--- src/rtl/wb_sdram_arbiter_pkg.sv ---
// Shared types and constants for the Wishbone SDRAM arbiter.
package wb_arb_pkg;

  typedef enum logic [1:0] {
    IDLE    = 2'd0,
    GRANT   = 2'd1,
    RELEASE = 2'd2
  } arb_state_t;

  localparam logic [2:0] CTI_CLASSIC = 3'b000;
  localparam logic [2:0] CTI_INCR    = 3'b010;
  localparam logic [2:0] CTI_EOB     = 3'b111;

endpackage

--- src/rtl/wb_sdram_arbiter_rr_picker.sv ---
// Combinational round-robin picker: first set request at or above ptr, wrapping.
module rr_picker #(
  parameter int NUM_MASTERS = 4,
  parameter int PW          = $clog2(NUM_MASTERS)
) (
  input  logic [NUM_MASTERS-1:0] req,
  input  logic [PW-1:0]          ptr,
  output logic [NUM_MASTERS-1:0] gnt,
  output logic                   valid
);

  always_comb begin
    int idx;
    gnt   = '0;
    valid = 1'b0;
    idx   = 0;
    for (int i = 0; i < NUM_MASTERS; i++) begin
      idx = (int'(ptr) + i) % NUM_MASTERS;
      if (!valid && req[idx[PW-1:0]]) begin
        gnt[idx[PW-1:0]] = 1'b1;
        valid            = 1'b1;
      end
    end
  end

endmodule

--- src/rtl/wb_sdram_arbiter.sv ---
// Round-robin Wishbone arbiter in front of the single memory_controller slave port,
// holding the grant for a full cycle and aborting hung cycles via a watchdog.
module wb_sdram_arbiter
  import wb_arb_pkg::*;
#(
  parameter int NUM_MASTERS = 4,
  parameter int dw          = 32,
  parameter int APP_AW      = 26,
  parameter int TIMEOUT_W   = 10
) (
  input  logic                            sys_clk,
  input  logic                            sys_resetn,
  input  logic                            sdr_init_done,
  input  logic [TIMEOUT_W-1:0]            cfg_timeout,
  input  logic [NUM_MASTERS-1:0]          m_cyc_i,
  input  logic [NUM_MASTERS-1:0]          m_stb_i,
  input  logic [NUM_MASTERS-1:0]          m_we_i,
  input  logic [NUM_MASTERS*APP_AW-1:0]   m_addr_i,
  input  logic [NUM_MASTERS*dw-1:0]       m_dat_i,
  input  logic [NUM_MASTERS*(dw/8)-1:0]   m_sel_i,
  input  logic [NUM_MASTERS*3-1:0]        m_cti_i,
  output logic [NUM_MASTERS-1:0]          m_ack_o,
  output logic [NUM_MASTERS-1:0]          m_err_o,
  output logic [dw-1:0]                   m_dat_o,
  output logic                            wb_cyc_o,
  output logic                            wb_stb_o,
  output logic                            wb_we_o,
  output logic [APP_AW-1:0]               wb_addr_o,
  output logic [dw-1:0]                   wb_dat_o,
  output logic [dw/8-1:0]                 wb_sel_o,
  output logic [2:0]                      wb_cti_o,
  input  logic                            wb_ack_i,
  input  logic [dw-1:0]                   wb_dat_i,
  output logic [NUM_MASTERS-1:0]          grant_o,
  output logic                            timeout_o
);

  localparam int PW = $clog2(NUM_MASTERS);
  localparam int SW = dw / 8;

  arb_state_t             state, state_nxt;
  logic [NUM_MASTERS-1:0] grant_q, grant_nxt, pick_gnt;
  logic                   pick_vld;
  logic [PW-1:0]          rr_ptr, rr_ptr_nxt, owner;
  logic [TIMEOUT_W-1:0]   wdog, wdog_nxt, wdog_inc;
  logic                   own_cyc, own_stb, own_we;
  logic [APP_AW-1:0]      own_addr;
  logic [dw-1:0]          own_dat;
  logic [SW-1:0]          own_sel;
  logic [2:0]             own_cti;
  logic                   fire;

  rr_picker #(.NUM_MASTERS(NUM_MASTERS), .PW(PW)) u_pick (
    .req   (m_cyc_i),
    .ptr   (rr_ptr),
    .gnt   (pick_gnt),
    .valid (pick_vld)
  );

  // grant_q is zero outside GRANT, so the mux yields all-zero bus signals when idle
  always_comb begin
    owner    = '0;
    own_cyc  = 1'b0;
    own_stb  = 1'b0;
    own_we   = 1'b0;
    own_addr = '0;
    own_dat  = '0;
    own_sel  = '0;
    own_cti  = '0;
    for (int k = 0; k < NUM_MASTERS; k++) begin
      if (grant_q[k]) begin
        owner    = PW'(k);
        own_cyc  = m_cyc_i[k];
        own_stb  = m_stb_i[k];
        own_we   = m_we_i[k];
        own_addr = m_addr_i[k*APP_AW +: APP_AW];
        own_dat  = m_dat_i[k*dw +: dw];
        own_sel  = m_sel_i[k*SW +: SW];
        own_cti  = m_cti_i[k*3 +: 3];
      end
    end
  end

  // Counter value including the current strobe cycle; saturates instead of wrapping.
  assign wdog_inc = (&wdog) ? wdog : wdog + 1'b1;
  assign fire     = (state == GRANT) && own_cyc && own_stb && !wb_ack_i &&
                    (cfg_timeout != '0) && (wdog_inc == cfg_timeout);

  always_comb begin
    state_nxt  = state;
    grant_nxt  = grant_q;
    rr_ptr_nxt = rr_ptr;
    wdog_nxt   = wdog;
    case (state)
      IDLE: begin
        if (sdr_init_done && pick_vld) begin
          state_nxt = GRANT;
          grant_nxt = pick_gnt;
          wdog_nxt  = '0;
        end
      end
      GRANT: begin
        if (wb_ack_i)     wdog_nxt = '0;
        else if (own_stb) wdog_nxt = wdog_inc;
        if (!own_cyc || fire) begin
          state_nxt  = RELEASE;
          grant_nxt  = '0;
          wdog_nxt   = '0;
          rr_ptr_nxt = (owner == PW'(NUM_MASTERS - 1)) ? '0 : owner + 1'b1;
        end
      end
      RELEASE: state_nxt = IDLE;
      default: state_nxt = IDLE;
    endcase
  end

  always_ff @(posedge sys_clk) begin
    if (!sys_resetn) begin
      state   <= IDLE;
      grant_q <= '0;
      rr_ptr  <= '0;
      wdog    <= '0;
    end else begin
      state   <= state_nxt;
      grant_q <= grant_nxt;
      rr_ptr  <= rr_ptr_nxt;
      wdog    <= wdog_nxt;
    end
  end

  assign wb_cyc_o  = own_cyc & ~fire;
  assign wb_stb_o  = own_stb & ~fire;
  assign wb_we_o   = own_we;
  assign wb_addr_o = own_addr;
  assign wb_dat_o  = own_dat;
  assign wb_sel_o  = own_sel;
  assign wb_cti_o  = own_cti;

  assign m_ack_o   = grant_q & {NUM_MASTERS{wb_ack_i}};
  assign m_err_o   = grant_q & {NUM_MASTERS{fire}};
  assign m_dat_o   = wb_dat_i;
  assign grant_o   = grant_q;
  assign timeout_o = fire;

endmodule

--- config.mk ---
export PLATFORM = sky130hd
export DESIGN_NAME = wb_sdram_arbiter
export DESIGN_NICKNAME = d
export VERILOG_FILES = /design/src/rtl/wb_sdram_arbiter_pkg.sv /design/src/rtl/wb_sdram_arbiter_rr_picker.sv /design/src/rtl/wb_sdram_arbiter.sv
export SDC_FILE = /design/constraint.sdc
export NUM_CORES = 1
export LEC_CHECK = 0
export CAP_MARGIN = 10
export CELL_PAD_IN_SITES_DETAIL_PLACEMENT = 0
export CELL_PAD_IN_SITES_GLOBAL_PLACEMENT = 1
export CORE_AREA = 2 2 165 167
export DETAILED_ROUTE_END_ITERATION = 10
export DIE_AREA = 0 0 167 169
export DONT_BUFFER_PORTS = 1
export GPL_TIMING_DRIVEN = 0
export PLACE_DENSITY = 0.49
export SKIP_CTS_REPAIR_TIMING = 1
export SYNTH_ARGS = -nofsm -noshare
export SYNTH_HDL_FRONTEND = slang
export SYNTH_SLANG_ARGS = --single-unit
--- constraint.sdc ---
create_clock -name sys_clk -period 2.8 [get_ports sys_clk]
set_input_delay 0.42 -clock sys_clk [delete_from_list [all_inputs] [get_ports sys_clk]]
set_output_delay 0.42 -clock sys_clk [all_outputs]
set_load 0.01 [all_outputs]
==> reports/metrics.csv <==
metric,value,unit
global-route wire length before repair,32900,um
final WL,24600,um
status,finished with violations,
count of final hold-check violations,0,
worst-skew pair later-pin latency,0.25,ns
Post-DP HPWL,20800,um
crit share post-route,109,%
fmax,328,MHz
grt total ovfl,0,
"FFs w/ async S/R, synth",0,%
FP Rows,60,
nets,988,
core area,26500,um2
TritonRoute pass-1 iters,5,
Clock Path Buffers,2,
RSZ-0062 raised after global routing,yes,
Critical Path RT,2.38,ns
IO Pins,431,
CTS tree,done,
"flops & latches, synth",18,
crit path kind,flop to output pin,
sequential share of the synthesized area,9.11,%
largest net degree at the start of global routing,11,
"Reg clk slew, reported paths",0.06,ns
Setup TNS,-1.22,ns
Routed Antenna Nets,0,
post-DR vias/cell,5.08,
mapped cell area,3950,um2
number of flops mapped to enable cells by yosys,0,
total power,1.94,mW
Starting Density,14.9,%
CTS root buffer,clkbuf_16,
DR vias,5098,
Final Hold Slack,0.373,ns
P&R area growth vs syn,21.7,%
Num CTS Buffers,3,
violated checks,setup timing,
Worst slew margin,49.8,%
CP max-delay cell,dfxtp_4,
"Slew Viols, Final",0,
chip width,167,um
WP data arrival,2.63,ns
Yosys warnings,0,
Worst Skew,0.00400,ns
DRC viols,0,
Worst-Margin Slew,0.746,ns
Max IR drop VDD,0.000157,V
critical-path maximum fanout,7,
RePlAce Congestion,0.827,
H-Tree Depth,1,
DR iter-0 viols,511,
syn_nets,964,
full die area,28200,um2
CP Launch Type,flop,
PwrDens,402,nW/um2
PortBufs,0,
post-layout min period,3.05,ns
Overall Global Routing Usage,15.8,%
CP Capture Type,output pin,
worst-path cell chain,ha_4 -> nand2_8 -> nor3_4 -> mux2i_1 -> o2111ai_2 -> nor4_2 -> nand2_1 -> nor2_4 -> and2_4,
initial antenna violation count,4,
Synth Instances,638,
Max Cap Viol,0,
DIE HEIGHT,169,um
main flop type after synthesis,dfxtp_1,
number of global-route vias before repair,4744,
Crit path largest cell delay,0.37,ns
clock sink count,18,
wire length per cell,24.6,um
worst setup margin,-0.249,ns
post-synthesis cell type count,70,
Leakage,1.61,nW
Finish-stage setup viols,7,
syn_area_per_cell,6.20,um2
worst min path class,input pin to flop,
share of cells above drive strength 1,21.7,%
==> cells in the mapped netlist, types with 2 or more instances <==
cell type,n,area (um2)
o21ai_0,85,425
nor2_1,84,315
a21oi_1,80,400
nand2_1,79,297
a22oi_1,72,541
clkbuf_1,38,143
buf_4,34,255
dfxtp_1,18,360
nand3_1,12,60.1
and2_1,10,62.6
inv_1,9,33.8
ha_1,8,100
nor4_1,7,43.8
buf_6,6,67.6
o211ai_1,6,45.0
a221oi_1,5,43.8
nor2b_1,5,31.3
a31oi_1,4,25.0
buf_1,4,15.0
buf_2,4,20.0
mux4_2,4,90.1
nand2b_1,3,18.8
nand4_1,3,18.8
o31ai_1,3,22.5
o41ai_1,3,26.3
or3_1,3,18.8
xnor2_1,3,26.3
a211oi_1,2,15.0
mux2i_1,2,20.0
nand3b_1,2,15.0
==> cell type report <==
class | count | area, um2
Timing Repair Buffer | 20 | 150
Fill cell | 3074 | 21700
Multi-Input combinational cell | 522 | 3180
Antenna cell | 2 | 5.00
Tap cell | 341 | 427
Sequential cell | 18 | 389
Clock buffer | 3 | 75.1
Inverter | 9 | 33.8
Buffer | 88 | 553
==> flip-flops by register name, summed over array words and instances, names as in the netlist <==
signal / flops
state: 2
wdog: 10
rr_ptr: 2
grant_o: 4
==> per-layer routing <==
metal | part of all wire (%) | GRT usage, % | up-vias
li1 | - | - | 2351
met1 | 41 | 20.4 | 2438
met2 | 49 | 26.4 | 271
met3 | 7.6 | 3.16 | 32
met4 | 3.0 | 5.10 | 6
met5 | 0.14 | 0 | -
==> power by group <==
part / switching, mW / internal [mW] / total, mW
logic: 0.949 / 0.402 / 1.35
clock network: 0.103 / 0.188 / 0.292
registers: 0.0257 / 0.268 / 0.294
total: 1.08 / 0.858 / 1.94
==> cells in the final DEF (no fill, tap or decap), types with 9 or more instances in the layout <==
cell | synthesis | layout
nor2_1 | 84 | 84
clkbuf_2 | 1 | 12
a22oi_1 | 72 | 72
nand2_1 | 79 | 79
buf_4 | 34 | 54
a21oi_1 | 80 | 79
o21ai_0 | 85 | 61
o21ai_1 | 1 | 18
inv_1 | 9 | 9
nand3_1 | 12 | 11
clkbuf_1 | 38 | 25
==> worst max-delay path, delay by kind of cell (launching register included) <==
family / cells / cell delay (ns)
mux: 1 / 0.27
compound gates: 1 / 0.17
simple gates: 6 / 1.36
flops: 1 / 0.37
fa+ha+maj: 1 / 0.18
==> final timing paths <==
check             slack (ns)  cells after the start                 endpoint                  from
setup / recovery       -0.25                      9               m_err_o[1]  wdog[1]$_SDFFE_PN0P_
hold reg to reg         0.53                      1     wdog[1]$_SDFFE_PN0P_  wdog[1]$_SDFFE_PN0P_
hold / removal          0.37                      2  grant_o[3]$_SDFFE_PN0P_            m_cyc_i[3]
setup reg to reg        0.13                     10     wdog[1]$_SDFFE_PN0P_  wdog[1]$_SDFFE_PN0P_
==> through the flow <==
stage               setup WS [ns]  cells  utilization (%)  cell area (um2)
global placement           -0.971    979             16.5             4380
finish                     -0.249   1003             18.2             4810
floorplan                   0.138    638                -             3950
global route               -0.371   1002             18.2             4810
detailed placement         -0.979    979             16.5             4380
CTS                         -1.27    982             16.8             4460
==> cells by family (layout without fill, tap and decap cells) <==
family / after synthesis / count (layout) / synth area share, %
AOI/OAI and AO/OA: 276 / 276 / 43.1
xor gates and xnor gates: 3 / 3 / 0.665
adders and majority gates: 8 / 8 / 2.53
buffers and inverters: 98 / 120 / 14.2
DFF: 18 / 18 / 9.11
muxes: 6 / 6 / 2.78
other: 0 / 2 / 0
and+or+nand+nor: 229 / 229 / 27.6
Power figures use the tool's default switching activity.
